[src/rtl/mem_fifo_ctrl.sv]
// mem_fifo_ctrl: FIFO controller in front of an external 2^DEPTH-word memory.
// The memory has a 1-cycle registered read. A small output stage made of the
// pend and ov flags keeps full throughput across that read latency.
//
// Ports
//   CLK, RESETn            : clock (rising edge), async active-low reset
//   FLUSH                  : synchronous clear of all stored content
//   S_VALID/S_READY/S_DATA : write-side handshake
//   M_VALID/M_READY/M_DATA : read-side handshake (M_DATA is registered)
//   MEM_WEN/WADDR/DIN      : memory write port
//   MEM_REN/RADDR/DOUT     : memory read port (DOUT valid the cycle after REN,
//                            and held while REN is low)
//   FULL, EMPTY            : status flags
//   LEVEL                  : words held in total (memory + pend + ov), only
//                            present when MEM_FIFO_CTRL_LEVEL_EN is defined
module mem_fifo_ctrl #(
    parameter int WIDTH = 32,
    parameter int DEPTH = 4
) (
    input  logic             CLK,
    input  logic             RESETn,
    input  logic             FLUSH,
    input  logic             S_VALID,
    output logic             S_READY,
    input  logic [WIDTH-1:0] S_DATA,
    output logic             M_VALID,
    input  logic             M_READY,
    output logic [WIDTH-1:0] M_DATA,
    output logic             MEM_WEN,
    output logic [DEPTH-1:0] MEM_WADDR,
    output logic [WIDTH-1:0] MEM_DIN,
    output logic             MEM_REN,
    output logic [DEPTH-1:0] MEM_RADDR,
    input  logic [WIDTH-1:0] MEM_DOUT,
    output logic             FULL,
    output logic             EMPTY
`ifdef MEM_FIFO_CTRL_LEVEL_EN
    ,
    output logic [DEPTH+1:0] LEVEL
`endif
);

    // Output-stage state, encoded as {ov, pend}
    localparam logic [1:0] ST_EMPTY     = 2'b00;
    localparam logic [1:0] ST_FETCHED   = 2'b01;
    localparam logic [1:0] ST_HOLD      = 2'b10;
    localparam logic [1:0] ST_HOLD_BOTH = 2'b11;

    logic [DEPTH:0] wptr, rptr;
    logic [1:0]     ostate, ostate_nxt;
    logic           ov, pend;
    logic           mem_empty, wr_hs, rd_hs, load;

    assign ov   = ostate[1];
    assign pend = ostate[0];

    // The extra pointer MSB tells a full memory apart from an empty one
    assign mem_empty = (wptr == rptr);
    assign FULL      = (wptr[DEPTH-1:0] == rptr[DEPTH-1:0]) && (wptr[DEPTH] != rptr[DEPTH]);

    assign S_READY = !FULL && !FLUSH;
    assign wr_hs   = S_VALID && S_READY;

    assign MEM_WEN   = wr_hs;
    assign MEM_WADDR = wptr[DEPTH-1:0];
    assign MEM_DIN   = S_DATA;

    assign M_VALID = ov;
    assign rd_hs   = ov && M_READY;

    // The fetched word moves into M_DATA when that register is free or
    // is being drained in this cycle.
    assign load = pend && (!ov || rd_hs);

    // Fetch again only when the memory-output slot is free or is being
    // emptied by a load. An unconsumed MEM_DOUT is therefore never overwritten.
    assign MEM_REN   = !mem_empty && (!pend || load) && !FLUSH;
    assign MEM_RADDR = rptr[DEPTH-1:0];

    assign EMPTY = mem_empty && !pend && !ov;

`ifdef MEM_FIFO_CTRL_LEVEL_EN
    logic [DEPTH:0] used;
    assign used  = wptr - rptr;
    assign LEVEL = (DEPTH+2)'(used) + (DEPTH+2)'(pend) + (DEPTH+2)'(ov);
`endif

    always_comb begin
        ostate_nxt = ostate;
        case (ostate)
            ST_EMPTY:     ostate_nxt = MEM_REN ? ST_FETCHED : ST_EMPTY;
            // ov is clear, so a load always happens here
            ST_FETCHED:   ostate_nxt = MEM_REN ? ST_HOLD_BOTH : ST_HOLD;
            ST_HOLD:      begin
                if (rd_hs) ostate_nxt = MEM_REN ? ST_FETCHED : ST_EMPTY;
                else       ostate_nxt = MEM_REN ? ST_HOLD_BOTH : ST_HOLD;
            end
            // Both slots are busy. Move only when the consumer takes the word.
            ST_HOLD_BOTH: begin
                if (load)  ostate_nxt = MEM_REN ? ST_HOLD_BOTH : ST_HOLD;
                else       ostate_nxt = ST_HOLD_BOTH;
            end
            default:      ostate_nxt = ST_EMPTY;
        endcase
    end

    always_ff @(posedge CLK or negedge RESETn) begin
        if (!RESETn) begin
            wptr   <= '0;
            rptr   <= '0;
            ostate <= ST_EMPTY;
            M_DATA <= '0;
        end else if (FLUSH) begin
            // Any handshake in this cycle is dropped
            wptr   <= '0;
            rptr   <= '0;
            ostate <= ST_EMPTY;
        end else begin
            if (wr_hs)   wptr <= wptr + (DEPTH+1)'(1);
            if (MEM_REN) rptr <= rptr + (DEPTH+1)'(1);
            ostate <= ostate_nxt;
            if (load)    M_DATA <= MEM_DOUT;
        end
    end

endmodule
[config.mk]
export PLATFORM = sky130hd
export DESIGN_NAME = mem_fifo_ctrl
export DESIGN_NICKNAME = d
export VERILOG_FILES = /design/src/rtl/mem_fifo_ctrl.sv
export SDC_FILE = /design/constraint.sdc
export NUM_CORES = 1
export LEC_CHECK = 0
export BUFFER_PORTS_ARGS = -buffer_cell sky130_fd_sc_hd__buf_2
export CAP_MARGIN = 20
export CELL_PAD_IN_SITES_DETAIL_PLACEMENT = 0
export CELL_PAD_IN_SITES_GLOBAL_PLACEMENT = 1
export CORE_ASPECT_RATIO = 0.8
export CORE_MARGIN = 2
export CORE_UTILIZATION = 25
export DETAILED_ROUTE_END_ITERATION = 16
export PLACE_DENSITY = 0.68
export SLEW_MARGIN = 20
export SYNTH_ARGS = -nofsm -noshare
export SYNTH_HDL_FRONTEND = slang
export SYNTH_SLANG_ARGS = --single-unit
export TNS_END_PERCENT = 1
[constraint.sdc]
create_clock -name CLK -period 2.2 [get_ports CLK]
set_input_delay 0.11 -clock CLK [delete_from_list [all_inputs] [get_ports CLK]]
set_output_delay 0.11 -clock CLK [all_outputs]
set_load 0.03 [all_outputs]
# ---- Yosys cells after proc, flatten, opt, wreduce, memory -nomap -nowiden
# Cells that the tools add are included.
dict set report word_totals {
  in_bits 69
  wordCells 43
  out_inout_bits 78
  ff_bits 44
}
dict set report classes {
  addsub 2
  muxes 10
  n_bitwise 1
  n_reduce_logical 20
  n_eq_ne 6
}
# cell n
set ops {}
lappend ops {{5-bit two-way mux} 4}
lappend ops {{5-bit by 1-bit adder with 5-bit output (second input constant)} 2}
lappend ops {{1-bit logical AND} 9}
lappend ops {{2-bit one-hot mux with 4 select lines} 1}
lappend ops {{5-bit == test} 1}
lappend ops {{1-bit zero test} 5}
lappend ops {{2-bit == test (second input constant)} 2}
lappend ops {{4-bit == test} 1}
lappend ops {{2-bit two-way mux} 2}
lappend ops {{2-bit nonzero test} 2}
lappend ops {{1-bit two-way mux} 3}
lappend ops {{2-bit by 1-bit == test with 1-bit output (second input constant)} 1}
lappend ops {{2-bit zero test} 1}
lappend ops {{1-bit logical OR} 2}
lappend ops {{2-bit AND reduction} 1}
lappend ops {{1-bit != test} 1}
lappend ops {{1-bit inverter} 1}

# ---- Logic depth before layout (Yosys ltp)
# Gate-level depths: netlist of the first run.
dict set report depth {
  ltp_word 10
  mapped_depth 5
  mapped_depth_nobuf 5
}

# ---- Worst setup path after synthesis of the first run
# No wires, ideal clock.
dict set report synth_timing {
  kind {register to output}
  start {register wptr[2]}
  end {output EMPTY}
  t_arrival_ns 1.741
  n_path_buf 0
  path_stages_with_launch 4
  slack_ns 0.349
  required_time_ns 2.090
  cell_sequence {dfrtp_1 xnor2_1 nand4_2 nor4_1}
}
dict set report synth_between {
  elab_chain_len 3
}
# element line
set synth_lines {}
lappend synth_lines {{start: declaration} 49} ;# logic [DEPTH:0] wptr, rptr;
lappend synth_lines {{start signal: assignment} 119} ;# if (wr_hs) wptr <= wptr + (DEPTH+1)'(1);
lappend synth_lines {{5-bit == test} 58} ;# assign mem_empty = (wptr == rptr);
lappend synth_lines {{1-bit logical AND (2 in series)} 80} ;# assign EMPTY = mem_empty && !pend && !ov;
lappend synth_lines {{end: declaration} 36} ;# output logic EMPTY
# Every way passes these cells.

# ---- Worst setup path after layout of the first run
dict set report layout_timing {
  start {register wptr[0]}
  end {output MEM_REN}
}
dict set report layout_between {
  elab_chain_len 4
}
# element line
set layout_lines {}
lappend layout_lines {{5-bit == test} 58}
lappend layout_lines {{1-bit zero test} 77} ;# assign MEM_REN = !mem_empty && (!pend || load) && !FLUSH;
lappend layout_lines {{1-bit logical AND (2 in series)} 77}
lappend layout_lines {{end: declaration} 32} ;# output logic MEM_REN,
# Every way passes these cells.

==> metrics.md, run 1 <==
| Metric | Value |
|---|---|
| Beginning of the worst register-to-register path | `wptr[0]` |
| Worst Setup End Kind | `output port` |
| Hold Buf Count CTS | `1` |
| Post-Synthesis Cells | `175` |
| Max Slew Vio Count | `0` |
| Post-Syn Nets | `246` |
| Period utilization | `89.6%` |
| CP Buf/Inv Count | `1` |
| CTS buffer count | `5` |
| CP Data Required Time | `2.09 ns` |
| Mapped Avg Cell Area | `12.3 um2` |
| Peak VDD IR | `0.545 mV` |
| Synth async-reset ratio | `100%` |
| Clock buffer depth | `2` |
| Slowest CP cell | `dfrtp_1` |
| CTS tree | `done` |
| Die W | `108 um` |
| H-tree depth | `2` |
| Actual slew at the worst max-slew pin | `0.570 ns` |
| Top delay family on crit path | `flip-flops` |
| Placed Instance Area | `2400 um2` |
| First-pass GRT wire length | `6.62 mm` |
| Worst rel slew slack | `62.0%` |
| Ratio of cells with drive above 1 in the final layout | `57.6%` |
| Synth-to-layout area growth | `17.4%` |
| Worst hold path startpoint | `MEM_DOUT[13]` |
| Worst r2r dst | `rptr[1]` |
| Total number of yosys warnings | `0` |
| Antenna diode count | `0` |
| WP data arrival | `1.86 ns` |
| WHS Path Cells | `2` |
| PortBufs | `82` |
| RSZ-0062 raised after global routing | `false` |
| Fin crit period | `1.97 ns` |
| CTS resizes | `0` |
| ANT nets after route | `0` |
| Initial Utilization | `25.6%` |
| Final Cell Area | `2520 um2` |
| Commonest register cell after synthesis | `dfrtp_1` |
| Setup bufs post-CTS | `0` |
| Slowest Stage Delay on Critical Path | `0.45 ns` |
| Simple-Gate Fraction of Synth Area | `6.52%` |
| Vias in the first global route | `1,351` |
| Final hold vios | `0` |
| Crit-path max FO | `9` |
| Nets | `294` |
| Global Route Usage Sum | `9.16%` |
| Drt pass-1 iters | `4` |
| Min-Delay Path Class | `input port to flip-flop` |
| Hold EP | `M_DATA[13]` |
| Placement Rows | `30` |
| Startpoint types | `flip-flop` |
| Final setup violation count | `0` |
| DIE HEIGHT | `86.9 um` |
| Most common cell after layout, fill and taps aside | `buf_2` |
| R2R cell count | `5` |
| Total gr overflow | `0` |
| Routed vias | `1,398` |
| Die area | `9360 um2` |
| Achievable Freq | `507 MHz` |
| Synth Area in Adders | `1.16%` |
| Run status | `completed` |
| WL/cell | `12.4 um` |
| Clock slew at reported path FFs | `0.09 ns` |
| Post-synth EDFFs | `0` |
| Clk root buf | `clkbuf_8` |
| Post-Synth XOR/XNOR Area | `4.83%` |
| Vias per inst | `4.16` |
| Worst slack at placement | `0.501 ns` |
| Yosys reg bits | `44` |
| Routed wire length | `4.18 mm` |
| Initial antenna violation count | `1` |
| Tot Pwr | `0.00370 W` |
| Mux contribution to synthesized area | `17.7%` |
| Final WS setup | `0.229 ns` |
| Clock Sinks | `44` |
| Most frequent cells in the layout | `buf_2 (82), dfrtp_1 (44), mux2_2 (32)` |
| Reg2reg setup slack | `0.47 ns` |
| DRC | `0` |
| Register area share after synthesis | `51.3%` |
| Lkg Pwr | `1.20 nW` |
| Floorplan Core Area | `8410 um2` |
| Synth Area in Compound Gates | `3.32%` |
| Worst skew pair latency | `0.29 ns` |
| DP HPWL | `3.00 mm` |
| Clock Skews | `0.00376 ns` |
| Post-synth design cell area | `2150 um2` |
| Max cap viols | `0` |
| Io pins | `147` |
| Routability Congestion | `0.708` |
| Pin count of the biggest net entering global routing | `45` |
| TNS Setup | `0 ns` |
| WS Path Type | `flip-flop to output port` |
| Main combinational cell family by area after synthesis | `multiplexers` |
| Pwr per Cell Area | `1470 nW/um2` |
| Crit-path cells | `xnor2_1, nand4_2, o21ai_2, nor2_1, buf_2` |
| Initial DRC count | `24` |
| Unique masters post-synth | `26` |
==> worst reg2reg max path, delay by kind of cell, from the launching register on <==
kind             cells  cell delay [ns]
AO/OA/AOI/OAI        1             0.39
XOR/XNOR             1             0.27
flip-flops           1             0.45
multiplexers         1             0.24
AND/OR/NAND/NOR      2             0.26
==> registers in the layout, summed over array words and instances, names as in the netlist <==
| register | cells |
|---|---|
| M_DATA | 32 |
| rptr | 5 |
| ostate | 2 |
| wptr | 5 |
==> logic make-up (layout without fill, tap and decap cells) <==
family                     count (synthesis)  in the layout
xor gates and xnor gates                  11             11
and+or+nand+nor                           26             26
buffers and inverters                     46             95
adders and majority gates                  2              2
AOI/OAI and AO/OA                         12             12
DFF                                       44             44
muxes                                     34             34
==> routing by layer <==
metal	part of all wire [%]	vias up	GRT usage, %
li1	-	652	-
met1	48	667	11.9
met2	40	69	13.3
met3	11	8	4.49
met4	0.79	2	3.15
met5	0.31	-	0
==> per-stage QoR <==
step           instances  hold slack, ns  utilization [%]
3_3_place_gp         327           0.220             28.6
5_1_grt              336          0.0221             30.0
4_1_cts              336          0.0294             30.0
3_5_place_dp         327           0.220             28.6
6_report             336          0.0432             30.0
2_1_floorplan        175          -0.186                -
==> Yosys cell counts (2+ instances only) <==
cell / n / area (um2)
nand3_1: 2 / 10.0
buf_4: 40 / 300
xor2_1: 3 / 26.3
mux2_2: 32 / 360
mux2i_1: 2 / 20.0
o21ai_0: 3 / 15.0
or3_1: 3 / 18.8
clkbuf_1: 2 / 7.51
buf_2: 3 / 15.0
dfrtp_1: 44 / 1100
a21oi_1: 5 / 25.0
nand4_1: 2 / 12.5
ha_1: 2 / 25.0
xnor2_1: 7 / 61.3
nor2_1: 13 / 48.8
o21ai_2: 2 / 17.5
==> cell type report <==
type,count,area (um2)
well taps,112,140
clock buffers,6,72.6
repair buffers,86,443
fillers,892,5890
flip-flops and latches,44,1100
inverters,1,3.75
clock inverters,2,35.0
multi-input cells,85,727
==> where the power goes <==
group	internal (W)	leakage, nW	switching [W]	total, W
registers	0.00114	0.542	0.000177	0.00132
clock network	0.000337	0.0552	0.000278	0.000616
logic	0.000637	0.602	0.00113	0.00177
==> worst max-delay path by stage <==
stage | start | to | slack, ns | cells past startpoint
after floorplan | wptr[2] | EMPTY | 0.35 | 3
after global placement | wptr[0] | rptr[1] | 0.56 | 5
after detailed placement | wptr[0] | rptr[1] | 0.50 | 5
after CTS | rptr[0] | MEM_REN | 0.21 | 5
after global routing | rptr[1] | MEM_REN | 0.07 | 5
final | wptr[0] | MEM_REN | 0.23 | 5
(Power assumes the default switching activity.)
==> run 2, diff against run 1 <==
--- a/config.mk
+++ b/config.mk
@@ -12,6 +12,7 @@
 export CORE_ASPECT_RATIO = 0.8
 export CORE_MARGIN = 2
 export CORE_UTILIZATION = 25
+export CTS_BUF_LIST = sky130_fd_sc_hd__clkbuf_2
 export DETAILED_ROUTE_END_ITERATION = 16
 export PLACE_DENSITY = 0.68
 export SLEW_MARGIN = 20
==> metrics.md, run 2 (synthesized netlist as in run 1, its figures left out) <==
| Metric | Value |
|---|---|
| Die area | `9360 um2 (unchanged)` |
| Achievable Freq | `494 MHz (was 507 MHz)` |
| ANT nets after route | `0 (unchanged)` |
| Floorplan Core Area | `8410 um2 (unchanged)` |
| Placed Cells | `327 (unchanged)` |
| Synth-to-layout area growth | `32.2% (was 17.4%)` |
| Global Route Usage Sum | `9.96% (was 9.16%)` |
| CP Data Required Time | `2.09 ns (about the same)` |
| Min-Delay Path Class | `input port to flip-flop (unchanged)` |
| Drt pass-1 iters | `5 (was 4)` |
| Period utilization | `92.1% (was 89.6%)` |
| Hold WS | `0.0921 ns (was 0.0432 ns)` |
| Initial DRC count | `23 (was 24)` |
| PortBufs | `82 (unchanged)` |
| DIE HEIGHT | `86.9 um (unchanged)` |
| Clk root buf | `clkbuf_2 (was clkbuf_8)` |
| Initial antenna violation count | `1 (unchanged)` |
| H-tree depth | `2 (unchanged)` |
| Die W | `108 um (unchanged)` |
| Pin count of the biggest net entering global routing | `45 (unchanged)` |
| Nets | `330 (was 294)` |
| Run status | `completed (unchanged)` |
| First-pass GRT wire length | `7.18 mm (was 6.62 mm)` |
| Worst skew pair latency | `0.39 ns (was 0.29 ns)` |
| Antenna diode count | `0 (unchanged)` |
| Tot Pwr | `0.00368 W (was 0.00370 W)` |
| Largest regs | `M_DATA x32, rptr x5, wptr x5 (unchanged)` |
| Actual slew at the worst max-slew pin | `0.574 ns (was 0.570 ns)` |
| Crit-path max FO | `6 (was 9)` |
| Max Slew Vio Count | `0 (unchanged)` |
| DRC | `0 (unchanged)` |
| Most common cell after layout, fill and taps aside | `buf_2 (unchanged)` |
| Lkg Pwr | `1.34 nW (was 1.20 nW)` |
| Initial Utilization | `25.6% (unchanged)` |
| CTS buffer count | `5 (unchanged)` |
| WP data arrival | `1.92 ns (was 1.86 ns)` |
| Clock slew at reported path FFs | `0.22 ns (was 0.09 ns)` |
| Routed vias | `1,544 (was 1,398)` |
| Clock buffer depth | `2 (unchanged)` |
| Max cap viols | `0 (unchanged)` |
| Clock Skews | `0.00701 ns (was 0.00376 ns)` |
| Placed Instance Area | `2400 um2 (unchanged)` |
| Placement Rows | `30 (unchanged)` |
| Largest register FFs | `32 (unchanged)` |
| Vias per inst | `4.15 (was 4.16)` |
| WL/cell | `12.3 um (was 12.4 um)` |
| Worst rel slew slack | `61.7% (was 62.0%)` |
| Most frequent cells in the layout | `buf_2 (82), dfrtp_1 (44), dlygate4sd3_1 (34) (was buf_2 (82), dfrtp_1 (44), mux2_2 (32))` |
| Routability Congestion | `0.708 (unchanged)` |
| Total gr overflow | `0 (unchanged)` |
| Vias in the first global route | `1,510 (was 1,351)` |
| Worst slack at placement | `0.501 ns (unchanged)` |
| Pwr per Cell Area | `1300 nW/um2 (was 1470 nW/um2)` |
| Io pins | `147 (unchanged)` |
| DP HPWL | `3.00 mm (unchanged)` |
| CTS tree | `done (unchanged)` |
| Final setup violation count | `0 (unchanged)` |
| Largest Register | `M_DATA (unchanged)` |
| Fin crit period | `2.03 ns (was 1.97 ns)` |
| WS Path Type | `flip-flop to output port (unchanged)` |
| Final Cell Area | `2840 um2 (was 2520 um2)` |
| Worst Setup End Kind | `output port (unchanged)` |
| Routed wire length | `4.59 mm (was 4.18 mm)` |
| Final WS setup | `0.174 ns (was 0.229 ns)` |
| Non-Filler Instances | `372 (was 336)` |
| Final hold vios | `0 (unchanged)` |
| Peak VDD IR | `0.519 mV (was 0.545 mV)` |
| Ratio of cells with drive above 1 in the final layout | `51.2% (was 57.6%)` |
| Fill count | `853 (was 892)` |
| Startpoint types | `flip-flop (unchanged)` |
| Clock Sinks | `44 (unchanged)` |
==> run 2: cell types whose count changed in the layout (fill, tap and decap cells not counted) <==
cell / delta
clkbuf_1: -1
clkbuf_2: +6
clkbuf_8: -5
o21ai_4: +1
dlygate4sd3_1: +33
buf_4: +3
o21ai_2: -1
==> run 2: through the flow <==
| stage | utilization, % | TNS, ns |
|---|---|---|
| floorplan | - | 0 |
| global placement | 28.6 | 0 |
| detailed placement | 28.6 | 0 |
| CTS | 33.4 | 0 |
| global route | 33.8 | -0.00274 |
| finish | 33.8 | 0 |
==> run 2: power by group <==
group          switching [W]  internal (W)
combinational        0.00116      0.000737
clock               0.000271      0.000196
sequential          0.000180       0.00114
==> run 2: critical path: stages, from the launching register on <==
cell     delay [ns]
dfrtp_1        0.49
xnor2_1        0.26
nand4_2        0.24
o21ai_4        0.29
nor2_1         0.06
buf_2          0.18
==> run 2: repair_timing <==
item / in CTS / in global routing
resized for setup: 0 / 1
setup buffers: 0 / 3
endpoints found under the hold margin: 77 / 0
hold buffers: 34 / 0
setup endpoints to repair: 0 / 1
==> run 2: cell type report <==
cell class	instances	area [um2]	area share, %
flip-flops and latches	44	1100	38.8
repair buffers	122	796	28.0
multi-input cells	85	734	25.9
well taps	112	140	4.93
clock inverters	2	35.0	1.23
clock buffers	6	30.0	1.06
inverters	1	3.75	0.132
==> run 2: worst paths after layout <==
path | endpoint | cells after the start | slack, ns | startpoint
setup / recovery | MEM_REN | 5 | 0.17 | wptr[0]
hold / removal | wptr[2] | 2 | 0.09 | FLUSH
setup reg to reg | rptr[1] | 6 | 0.45 | wptr[0]
hold reg to reg | M_DATA[3] | 1 | 0.53 | M_DATA[3]
max in group asynchronous | M_DATA[10] | 3 | 1.52 | RESETn
min in group asynchronous | wptr[0] | 3 | 0.29 | RESETn
==> run 2: layer usage <==
| layer | vias up | part of all wire (%) | track usage, % |
|---|---|---|---|
| met5 | - | 0.28 | 0 |
| li1 | 727 | - | - |
| met1 | 734 | 46 | 12.5 |
| met4 | 2 | 0.89 | 3.15 |
| met3 | 11 | 8.9 | 4.34 |
| met2 | 70 | 44 | 15.6 |
==> run 3, diff against run 2 <==
--- a/config.mk
+++ b/config.mk
@@ -10,11 +10,10 @@
 export CELL_PAD_IN_SITES_DETAIL_PLACEMENT = 0
 export CELL_PAD_IN_SITES_GLOBAL_PLACEMENT = 1
 export CORE_ASPECT_RATIO = 0.8
-export CORE_MARGIN = 2
 export CORE_UTILIZATION = 25
 export CTS_BUF_LIST = sky130_fd_sc_hd__clkbuf_2
 export DETAILED_ROUTE_END_ITERATION = 16
-export PLACE_DENSITY = 0.68
+export PLACE_DENSITY_LB_ADDON = 0.1
 export SLEW_MARGIN = 20
 export SYNTH_ARGS = -nofsm -noshare
 export SYNTH_HDL_FRONTEND = slang
==> metrics.md, run 3 (synthesized netlist as in run 1, its figures left out) <==
| Metric | Value |
|---|---|
| DRC | `0 (unchanged)` |
| Worst slack at placement | `0.492 ns (was 0.501 ns)` |
| CTS tree | `done (unchanged)` |
| Floorplan Core Area | `8130 um2 (was 8410 um2)` |
| Final hold vios | `0 (unchanged)` |
| Vias in the first global route | `1,591 (was 1,510)` |
| Fin crit period | `2.00 ns (was 2.03 ns)` |
| Ratio of cells with drive above 1 in the final layout | `54.4% (was 51.2%)` |
| PortBufs | `82 (unchanged)` |
| Startpoint types | `flip-flop (unchanged)` |
| Initial antenna violation count | `0 (was 1)` |
| Worst r2r dst | `rptr[0] (was rptr[1])` |
| Clock buffer depth | `2 (unchanged)` |
| Initial DRC count | `65 (was 23)` |
| Vias per inst | `4.12 (was 4.15)` |
| R2R cell count | `6 (unchanged)` |
| End of the critical path | `MEM_REN (unchanged)` |
| Worst rel slew slack | `57.9% (was 61.7%)` |
| H-tree depth | `2 (unchanged)` |
| Largest regs | `M_DATA x32, rptr x5, wptr x5 (unchanged)` |
| Nets | `333 (was 330)` |
| Actual slew at the worst max-slew pin | `0.632 ns (was 0.574 ns)` |
| Clock Skews | `0.0276 ns (was 0.00701 ns)` |
| Lkg Pwr | `1.36 nW (was 1.34 nW)` |
| Crit-path cells | `xnor2_2, nand4_2, o21ai_4, nor2_1, buf_2 (was xnor2_1, nand4_2, o21ai_4, nor2_1, buf_2)` |
| Final WS setup | `0.195 ns (was 0.174 ns)` |
| Io pins | `147 (unchanged)` |
| DP HPWL | `3.26 mm (was 3.00 mm)` |
| DIE HEIGHT | `84.9 um (was 86.9 um)` |
| Routability Congestion | `0.660 (was 0.708)` |
| Final Cell Area | `2910 um2 (was 2840 um2)` |
| Most common cell after layout, fill and taps aside | `buf_2 (unchanged)` |
| Max Slew Vio Count | `0 (unchanged)` |
| Slowest Stage Delay on Critical Path | `0.51 ns (was 0.49 ns)` |
| Beginning of the worst register-to-register path | `wptr[2] (was wptr[0])` |
| Period utilization | `91.1% (was 92.1%)` |
| Worst Setup End Kind | `output port (unchanged)` |
| Peak VDD IR | `0.542 mV (was 0.519 mV)` |
| Worst skew pair latency | `0.41 ns (was 0.39 ns)` |
| Total gr overflow | `0 (unchanged)` |
| First-pass GRT wire length | `7.69 mm (was 7.18 mm)` |
| Slowest CP cell | `dfrtp_1 (unchanged)` |
| ANT nets after route | `0 (unchanged)` |
| Pwr per Cell Area | `1280 nW/um2 (was 1300 nW/um2)` |
| CP Buf/Inv Count | `1 (unchanged)` |
| WL/cell | `12.8 um (was 12.3 um)` |
| Most frequent cells in the layout | `buf_2 (82), dfrtp_1 (40), dlygate4sd3_1 (34) (was buf_2 (82), dfrtp_1 (44), dlygate4sd3_1 (34))` |
| CP Data Required Time | `2.09 ns (about the same)` |
| Largest Register | `M_DATA (unchanged)` |
| Placed Instance Area | `2410 um2 (was 2400 um2)` |
| DR WL met2 | `1.97 mm (was 2.00 mm)` |
| CTS buffer count | `5 (unchanged)` |
| Logic depth of the worst path, buffers included | `5 (unchanged)` |
| Drt pass-1 iters | `4 (was 5)` |
| Clk root buf | `clkbuf_2 (unchanged)` |
| Initial Utilization | `26.4% (was 25.6%)` |
| Crit-path max FO | `7 (was 6)` |
| Routed vias | `1,527 (was 1,544)` |
| Synth-to-layout area growth | `35.4% (was 32.2%)` |
| Max cap viols | `0 (unchanged)` |
| Tot Pwr | `0.00373 W (was 0.00368 W)` |
| Top Metal Used | `met4 (was met5)` |
| Largest register FFs | `32 (unchanged)` |
| Routed wire length | `4.76 mm (was 4.59 mm)` |
| Met1 wire length | `2.13 mm (about the same)` |
| Global Route Usage Sum | `10.8% (was 9.96%)` |
| Achievable Freq | `499 MHz (was 494 MHz)` |
| Pin count of the biggest net entering global routing | `33 (was 45)` |
| WS Path Type | `flip-flop to output port (unchanged)` |
| Run status | `completed (unchanged)` |
| Clock Sinks | `44 (unchanged)` |
| Min-Delay Path Class | `input port to flip-flop (unchanged)` |
| Die W | `106 um (was 108 um)` |
| Crit path from | `wptr[2] (was wptr[0])` |
| Placement Rows | `29 (was 30)` |
| Top delay family on crit path | `flip-flops (unchanged)` |
| Reg2reg setup slack | `0.52 ns (was 0.45 ns)` |
| Antenna diode count | `0 (unchanged)` |
| WP data arrival | `1.89 ns (was 1.92 ns)` |
| Die area | `8970 um2 (was 9360 um2)` |
| Final setup violation count | `0 (unchanged)` |
| Met3 Wirelength | `479 um (was 408 um)` |
| Clock slew at reported path FFs | `0.25 ns (was 0.22 ns)` |
[run 3: cell types whose count changed in the layout (fill, tap and decap cells not counted)]
cell / before / now
buf_12: 0 / 1
buf_4: 6 / 8
clkbuf_2: 6 / 5
clkinv_1: 0 / 1
clkinv_2: 1 / 0
clkinv_4: 0 / 1
dfrtp_1: 44 / 40
dfrtp_2: 0 / 4
xnor2_1: 7 / 3
xnor2_2: 0 / 4
[run 3: final cells by class]
cell class	count	area (um2)
flip-flops and latches	44	1110
inverters	1	3.75
repair buffers	125	831
clock buffers	5	25.0
well taps	108	135
fillers	826	5220
multi-input cells	85	764
clock inverters	3	42.5
[run 3: worst min path at each step]
stage,from,slack (ns),endpoint,depth (start not counted)
4_1_cts,FLUSH,0.01,wptr[3],2
5_1_grt,FLUSH,0.01,wptr[3],2
6_report,FLUSH,0.06,ostate[1],2
3_3_place_gp,RESETn,0.18,M_DATA[17],1
2_1_floorplan,RESETn,-0.19,M_DATA[0],0
3_5_place_dp,RESETn,0.17,M_DATA[17],1
[run 3: metrics by stage]
stage / instances / setup TNS, ns / util, % / hold slack, ns
2_1_floorplan: 175 / 0 / - / -0.186
6_report: 371 / 0 / 35.8 / 0.0576
3_3_place_gp: 323 / 0 / 29.7 / 0.177
5_1_grt: 371 / -0.0224 / 35.8 / 0.00955
4_1_cts: 365 / 0 / 34.7 / 0.0136
3_5_place_dp: 323 / 0 / 29.7 / 0.174
[run 3: report_power, final]
| group | internal [W] | total, W | switching, W | leakage [nW] |
|---|---|---|---|---|
| combinational | 0.000774 | 0.00195 | 0.00118 | 0.782 |
| clock | 0.000191 | 0.000463 | 0.000273 | 0.0406 |
| sequential | 0.00114 | 0.00132 | 0.000179 | 0.536 |
| total | 0.00211 | 0.00373 | 0.00163 | 1.36 |
[run 3: what timing repair did]
action,4_1_cts,5_1_grt
setup buffers,0,6
gates resized for setup,0,9
setup endpoints to repair,0,1
endpoints found under the hold margin,60,0
hold buffers,34,0
[run 3: metal layers]
| layer | vias to the layer above | track usage, % |
|---|---|---|
| met2 | 71 | 16.5 |
| met3 | 36 | 3.84 |
| met1 | 689 | 13.4 |
| met5 | - | 0 |
| li1 | 731 | - |
| met4 | 0 | 5.93 |
